--- src/rtl/net_access_controller.sv ---
// Network access controller: sequences SWNET/LWNET between the MEM stage and the
// local NoC router port, with a valid/ready TX latch and a small inbound RX FIFO.
module net_access_controller #(
  parameter int DATA_WIDTH    = 32,
  parameter int DEST_WIDTH    = 8,
  parameter int RX_FIFO_DEPTH = 4
) (
  input  logic                  CLK,
  input  logic                  RESET,
  input  logic                  NET_WRITE,
  input  logic                  NET_READ,
  input  logic [31:0]           NET_ADDR,
  input  logic [DATA_WIDTH-1:0] NET_WDATA,
  output logic                  BUSY_WAIT,
  output logic [DATA_WIDTH-1:0] NET_RDATA,
  output logic                  TX_VALID,
  input  logic                  TX_READY,
  output logic [DEST_WIDTH-1:0] TX_DEST,
  output logic [DATA_WIDTH-1:0] TX_DATA,
  input  logic                  RX_VALID,
  input  logic [DATA_WIDTH-1:0] RX_DATA,
  output logic                  RX_READY,
  output logic                  RX_PENDING
);

  localparam int AW = $clog2(RX_FIFO_DEPTH);
  localparam logic [AW:0] FULL_COUNT = (AW + 1)'(RX_FIFO_DEPTH);

  localparam logic [1:0] IDLE = 2'd0;
  localparam logic [1:0] SEND = 2'd1;
  localparam logic [1:0] RECV = 2'd2;
  localparam logic [1:0] DONE = 2'd3;

  logic [1:0]            state;
  logic [1:0]            state_nxt;
  logic [DATA_WIDTH-1:0] mem [RX_FIFO_DEPTH];
  logic [AW-1:0]         wptr;
  logic [AW-1:0]         rptr;
  logic [AW:0]           count;
  logic                  push;
  logic                  pop;
  logic                  unused_addr_bits;

  assign unused_addr_bits = ^NET_ADDR[31:DEST_WIDTH];

  // Readiness comes from the registered count only, so a full FIFO refuses
  // a packet even on a cycle where it is also being popped.
  assign RX_READY   = RESET & (count != FULL_COUNT);
  assign RX_PENDING = (count != '0);
  assign push       = RX_VALID & RX_READY;
  assign pop        = (state == RECV) && (count != '0);
  assign TX_VALID   = (state == SEND);

  always_comb begin
    BUSY_WAIT = 1'b0;
    if (RESET) begin
      case (state)
        IDLE:    BUSY_WAIT = NET_WRITE | NET_READ;
        SEND:    BUSY_WAIT = 1'b1;
        RECV:    BUSY_WAIT = 1'b1;
        default: BUSY_WAIT = 1'b0;
      endcase
    end
  end

  always_comb begin
    state_nxt = state;
    case (state)
      IDLE: begin
        if (NET_WRITE)     state_nxt = SEND;
        else if (NET_READ) state_nxt = RECV;
      end
      SEND:    if (TX_READY) state_nxt = DONE;
      RECV:    if (count != '0) state_nxt = DONE;
      default: state_nxt = IDLE;
    endcase
  end

  always_ff @(posedge CLK) begin
    if (!RESET) begin
      state     <= IDLE;
      TX_DEST   <= '0;
      TX_DATA   <= '0;
      NET_RDATA <= '0;
    end else begin
      state <= state_nxt;
      if (state == IDLE && NET_WRITE) begin
        TX_DEST <= NET_ADDR[DEST_WIDTH-1:0];
        TX_DATA <= NET_WDATA;
      end
      if (pop) NET_RDATA <= mem[rptr];
    end
  end

  always_ff @(posedge CLK) begin
    if (!RESET) begin
      wptr  <= '0;
      rptr  <= '0;
      count <= '0;
    end else begin
      if (push) wptr <= wptr + 1'b1;
      if (pop)  rptr <= rptr + 1'b1;
      case ({push, pop})
        2'b10:   count <= count + 1'b1;
        2'b01:   count <= count - 1'b1;
        default: count <= count;
      endcase
    end
  end

  always_ff @(posedge CLK) begin
    if (push) mem[wptr] <= RX_DATA;
  end

endmodule
--- config.mk ---
export PLATFORM = sky130hd
export DESIGN_NAME = net_access_controller
export DESIGN_NICKNAME = d
export VERILOG_FILES = /design/src/rtl/net_access_controller.sv
export SDC_FILE = /design/constraint.sdc
export NUM_CORES = 1
export LEC_CHECK = 0
export ABC_CLOCK_PERIOD_IN_PS = 5030
export CAP_MARGIN = 20
export CORE_MARGIN = 2
export CORE_UTILIZATION = 53
export DETAILED_ROUTE_END_ITERATION = 10
export GPL_ROUTABILITY_DRIVEN = 0
export GPL_TIMING_DRIVEN = 0
export PLACE_DENSITY = 0.82
export SKIP_CTS_REPAIR_TIMING = 1
export SLEW_MARGIN = 25
export SYNTH_ARGS = -nofsm -noshare
export SYNTH_HDL_FRONTEND = slang
export SYNTH_SLANG_ARGS = --single-unit
--- constraint.sdc ---
create_clock -name CLK -period 5.03 [get_ports CLK]
set_input_delay 1.2575 -clock CLK [delete_from_list [all_inputs] [get_ports CLK]]
set_output_delay 1.2575 -clock CLK [all_outputs]
set_load 0.1 [all_outputs]
=== Word-level counts from Yosys, hierarchy flattened ===
Memory sizes are Yosys's and may differ from the RTL's. A register that Yosys moved wholly into a read port is not among the register bits.
Cells that the tools add are included.

* Memories: 1
* Latch bits: 0
* Bits in read-only memories: 0
* Output and inout bits: 76
* Register bits: 49
* Input port bits: 102
* RAM bits: 128

* Muxes and demuxes: 10
* Eq/ne operators: 8
* Div/mod/pow operators: 0
* Add/sub/neg operators: 4
* $lt $le $gt $ge: 0
* Bitwise gates (word level): 3
* Multiply operators: 0
* Shift operators: 0
* Reduce and logical (&&, ||, !) cells: 8

{| class="wikitable"
|+ Memory list
! memory !! depth !! bits a word !! rd ports !! clocked after Yosys merged registers in !! wr ports !! RTL line !! source
|-
| mem || 4 || 32 || 1 || 1 || 1 || 36 || <nowiki>logic [DATA_WIDTH-1:0] mem [RX_FIFO_DEPTH];</nowiki>
|}

{| class="wikitable"
|+ Operators by type and width
! cell !! number
|-
| $mux 2 || 4
|-
| $ne 3x3->1 const B || 2
|-
| $pmux 2 s3 || 1
|-
| $pmux 3 s2 || 1
|-
| $add 2x1->2 const B || 2
|-
| $eq 2x1->1 const B || 2
|-
| $eq 2x2->1 const B || 2
|-
| $add 3x1->3 const B || 1
|-
| $mux 1 || 3
|-
| $reduce_and 3->1 || 1
|-
| $reduce_bool 3->1 || 1
|-
| $sub 3x1->3 const B || 1
|-
| $and 1x1->1 || 2
|-
| $logic_and 1x1->1 || 2
|-
| $logic_not 2->1 || 1
|-
| $ne 2x1->1 const B || 1
|-
| $ne 2x2->1 const B || 1
|-
| $pmux 1 s2 || 1
|-
| $reduce_bool 2->1 || 1
|-
| $reduce_or 2->1 || 1
|-
| $logic_not 1->1 || 1
|-
| $or 1x1->1 || 1
|}

=== Logic depth before layout (Yosys ltp) ===
* Depth in word-level cells: 5
* Gate-level depth with buffers: 9

=== Worst setup path after synthesis ===
OpenSTA, ideal clock, no wires.

* Kind: input -> output
* From: input port RESET
* To: output port RX_READY
* Data arrival time: 3.199 ns
* Setup slack: 0.574 ns
* Buffers on the path: 2
* Cell stages on the path: 4
* Cell sequence: inv_1 clkbuf_1 clkbuf_1 a21oi_1

* Longest elaborated chain between the ends: 1

{| class="wikitable"
|+ Ends and longest elaborated chain
! what !! RTL line !! source
|-
| from (decl) || 9 || <nowiki>input logic RESET,</nowiki>
|-
| $and 1x1->1 || 48 || <nowiki>assign RX_READY = RESET & (count != FULL_COUNT);</nowiki>
|-
| to (decl) || 22 || <nowiki>output logic RX_READY,</nowiki>
|}

No other way between the ends.

=== Worst setup path in the final report ===
* From: input port RESET
* To: output port BUSY_WAIT

* Longest elaborated chain between the ends: 1

{| class="wikitable"
|+ Ends and longest elaborated chain
! what !! RTL line !! source
|-
| $mux 1 || 56 || <nowiki>if (RESET) begin</nowiki>
|-
| to (decl) || 14 || <nowiki>output logic BUSY_WAIT,</nowiki>
|}

No other way between the ends.

==> run_results.csv <==
group,metric,value,unit
detailed_routing,route.detailed.drc,0,
critical_path,slowest_cell_on_the_critical_path,"sky130_fd_sc_hd__clkdlybuf4s50_1",
cells_and_area,multiInputGateArea,1920,sq um
placement,dpl-instance-area,9450,sq um
critical_path,worst-path-buf-inv,2,
clock_tree,cts_tree,"yes",
yosys,mapped_cells,484,
cells_and_area,sequential_cell_area,5470,sq um
floorplanning,floorplan.die.width,124,um
cells_and_area,final_layout_size_suffix_gt1_frac,0.140,
detailed_routing,vias,4681,
timing,grt_setup_unrepaired,"no",
critical_path,path_common_cell,"sky130_fd_sc_hd__clkdlybuf4s50_1",
cells_and_area,postLayoutCoreUtil,0.730,
critical_path,crit_path_cell_trace,"clkdlybuf4s50_1 > nor2b_1 > o21a_1 > clkdlybuf4s50_1",
hold_path,timing.hold.worst.class,"reg -> reg",
pwr,total_leakage_power,3.53,nW
grt,grt_first_pass_wirelength,25.1,mm
detailed_routing,finalWirelength,16.3,mm
clock_tree,clk_latency,0.49,ns
run_status,status,"finished, final reports clean",
critical_path,critPathArrivalTime,3.41,ns
critical_path,critical-path-max-stage-delay,1.14,ns
pwr,total_power,5.05,mW
yosys,synth.net_count,596,
placement,numPlacedInstances,821,
floorplanning,chipHeight,124,um
grt,grtUsageTotal,0.214,
timing,fmaxAchievable,0.214,GHz
clock_tree,clock_tree.buffer_depth,3,
timing,finalHoldViolations,0,
timing,layout_min_cycle_time,4.67,ns
yosys,postSynthRegisterBits,209,
floorplanning,die_area,15300,sq um
grt,antenna_violations_before_repair,1,
placement,io_buffer_count,153,
yosys,synth_sequential_area_ratio,0.721,
grt,globalRouteOverflowTotal,0,
detailed_routing,drt-wirelength-per-cell,18.9,um
placement,post-place-ws,-0.247,ns
timing,setup_slack,0.360,ns
clock_tree,clkSlewWorstSetupHoldPaths,0.06,ns
critical_path,setup.worst_path.start_class,"primary input",
cells_and_area,layout.cells.most_common,"sky130_fd_sc_hd__clkdlybuf4s50_1",
timing,setup_viol,0,
clock_tree,htreeDepth,1,
timing,worst_clock_skew,0.0161,ns
critical_path,criticalPathCategory,"in -> out",
flow_run,cap_violations,0,
floorplanning,ios,178,
yosys,avgSynthCellArea,15.7,sq um
cells_and_area,mostFrequentLayoutCells,"sky130_fd_sc_hd__clkdlybuf4s50_1 (152), sky130_fd_sc_hd__edfxtp_1 (128), sky130_fd_sc_hd__nand2_1 (85), sky130_fd_sc_hd__dfxtp_1 (81), sky130_fd_sc_hd__a21oi_1 (42)",
clock_tree,clkSinkCount,209,
detailed_routing,vias_per_std_cell,5.45,
grt,grt_max_degree,21,
grt,first_global_vias,4996,
detailed_routing,drt-pass1-iter-count,4,
floorplanning,core,13900,sq um
cells_and_area,areaGrowthSynthToFinish,34.3,%
floorplanning,rows,43,
cells_and_area,n_fill_cell,854,
critical_path,worstPathMaxFanout,6,
critical_path,cp-end-kind,"primary output",
cells_and_area,finalInstanceArea,10200,sq um
timing,maxSlewHeadroom,0.317,
placement,detailedPlacementHpwl,10.9,mm
clock_tree,cts.root.buffer_cell,"sky130_fd_sc_hd__clkbuf_16",
critical_path,worst_ep_required_time,3.77,ns
timing,final_min_period_over_clock_period,0.928,
cells_and_area,insertedDiodeCount,0,
pwr,power.density_cell_area,496,nW/um^2
detailed_routing,drt_iter0_drc,291,
yosys,netlist-cell-type-count,30,
yosys,synth-warning-count,0,
timing,tightestPinTransition,1.02,ns
cells_and_area,fin_nets,776,
timing,final_max_slew_viol_count,0,
clock_tree,tritoncts_buffers,21,
yosys,cell_area_synth,7580,sq um
detailed_routing,ant_nets,0,
critical_path,r2r_setup_slack,2.36,ns
critical_path,cp_top_family,"buffers and inverters",
floorplanning,initial_core_util,0.544,
cells_and_area,stdcell_count,859,
pwr,ir_worst_vdd,351,uV
==> where the power goes <==
part	total, mW	switching, mW	leakage, nW	internal [mW]
clock	1.63	0.625	0.369	1.00
combinational	1.39	0.997	1.34	0.396
sequential	2.03	0.0747	1.82	1.96
==> metal layers <==
layer | up-vias | GRT usage | wire length [um]
met1 | 2317 | 0.264 | 6330
met4 | 2 | 0.0540 | 265
met5 | - | 0 | 13
li1 | 2163 | - | -
met3 | 30 | 0.0632 | 1400
met2 | 169 | 0.373 | 8260
==> state kept, by name, summed over array words and instances (netlist names) <==
register	cells
NET_RDATA	32
TX_DATA	32
TX_DEST	8
count	3
mem	128
rptr	2
state	2
wptr	2
==> worst register-to-register path: cells and delay by family, from the launching register on <==
kind	cells	cell delay [ns]
compound gates	2	0.65
xor+xnor	1	0.16
fa+ha+maj	2	0.65
buf+inv	1	0.10
flops	1	0.51
simple gates	2	0.54
==> cells by family after synthesis <==
logic type | after synthesis | share of synthesized area
mux | 37 | 0.102
xor+xnor | 4 | 0.00463
fa+ha+maj | 10 | 0.0175
simple gates | 102 | 0.0545
compound gates | 83 | 0.0746
buf+inv | 39 | 0.0256
flops | 209 | 0.721
==> path summary, 6_finish.rpt <==
kind               from          to  cells past startpoint
max               RESET   BUSY_WAIT                      4
min          TX_DEST[6]  TX_DEST[6]                      2
max reg2reg    count[0]    count[2]                      8
min reg2reg  TX_DEST[6]  TX_DEST[6]                      2
==> metrics by stage <==
step,hold slack [ns],setup TNS (ns)
final,0.454,0
after global routing,0.474,0
after global placement,0.443,-0.129
after floorplan,0.468,0
after CTS,0.459,-0.258
after detailed placement,0.450,-0.247
==> final cells by class <==
cell class                 instances  share of cell area
inverter                          11             0.00406
clock buffer                      23              0.0543
sequential                       209               0.537
tap                              180              0.0221
clock inverter                    15              0.0177
multi-input combinational        236               0.189
timing repair buffer             157               0.161
buffer                            28              0.0150
==> cell usage after synthesis <==
library cell / n / area [sq um]
sky130_fd_sc_hd__a211oi_2: 1 / 12.5
sky130_fd_sc_hd__a21oi_1: 42 / 210
sky130_fd_sc_hd__a21oi_2: 1 / 8.76
sky130_fd_sc_hd__a222oi_1: 1 / 10.0
sky130_fd_sc_hd__a22o_1: 32 / 280
sky130_fd_sc_hd__and2_1: 5 / 31.3
sky130_fd_sc_hd__buf_1: 3 / 11.3
sky130_fd_sc_hd__buf_2: 5 / 25.0
sky130_fd_sc_hd__buf_4: 3 / 22.5
sky130_fd_sc_hd__buf_6: 4 / 45.0
sky130_fd_sc_hd__clkbuf_1: 13 / 48.8
sky130_fd_sc_hd__dfxtp_1: 81 / 1620
sky130_fd_sc_hd__edfxtp_1: 128 / 3840
sky130_fd_sc_hd__fa_1: 1 / 20.0
sky130_fd_sc_hd__ha_1: 9 / 113
sky130_fd_sc_hd__inv_1: 10 / 37.5
sky130_fd_sc_hd__inv_2: 1 / 3.75
sky130_fd_sc_hd__mux2i_1: 5 / 50.1
sky130_fd_sc_hd__mux4_2: 32 / 721
sky130_fd_sc_hd__nand2_1: 85 / 319
sky130_fd_sc_hd__nor2_1: 7 / 26.3
sky130_fd_sc_hd__nor2b_1: 3 / 18.8
sky130_fd_sc_hd__nor3_2: 1 / 10.0
sky130_fd_sc_hd__o21a_1: 1 / 7.51
sky130_fd_sc_hd__o21ai_0: 3 / 15.0
sky130_fd_sc_hd__o311ai_0: 1 / 8.76
sky130_fd_sc_hd__o31ai_2: 1 / 12.5
sky130_fd_sc_hd__or3_2: 1 / 7.51
sky130_fd_sc_hd__xnor2_1: 1 / 8.76
sky130_fd_sc_hd__xor2_1: 3 / 26.3
No activity file was read; power rests on OpenSTA's default activity.
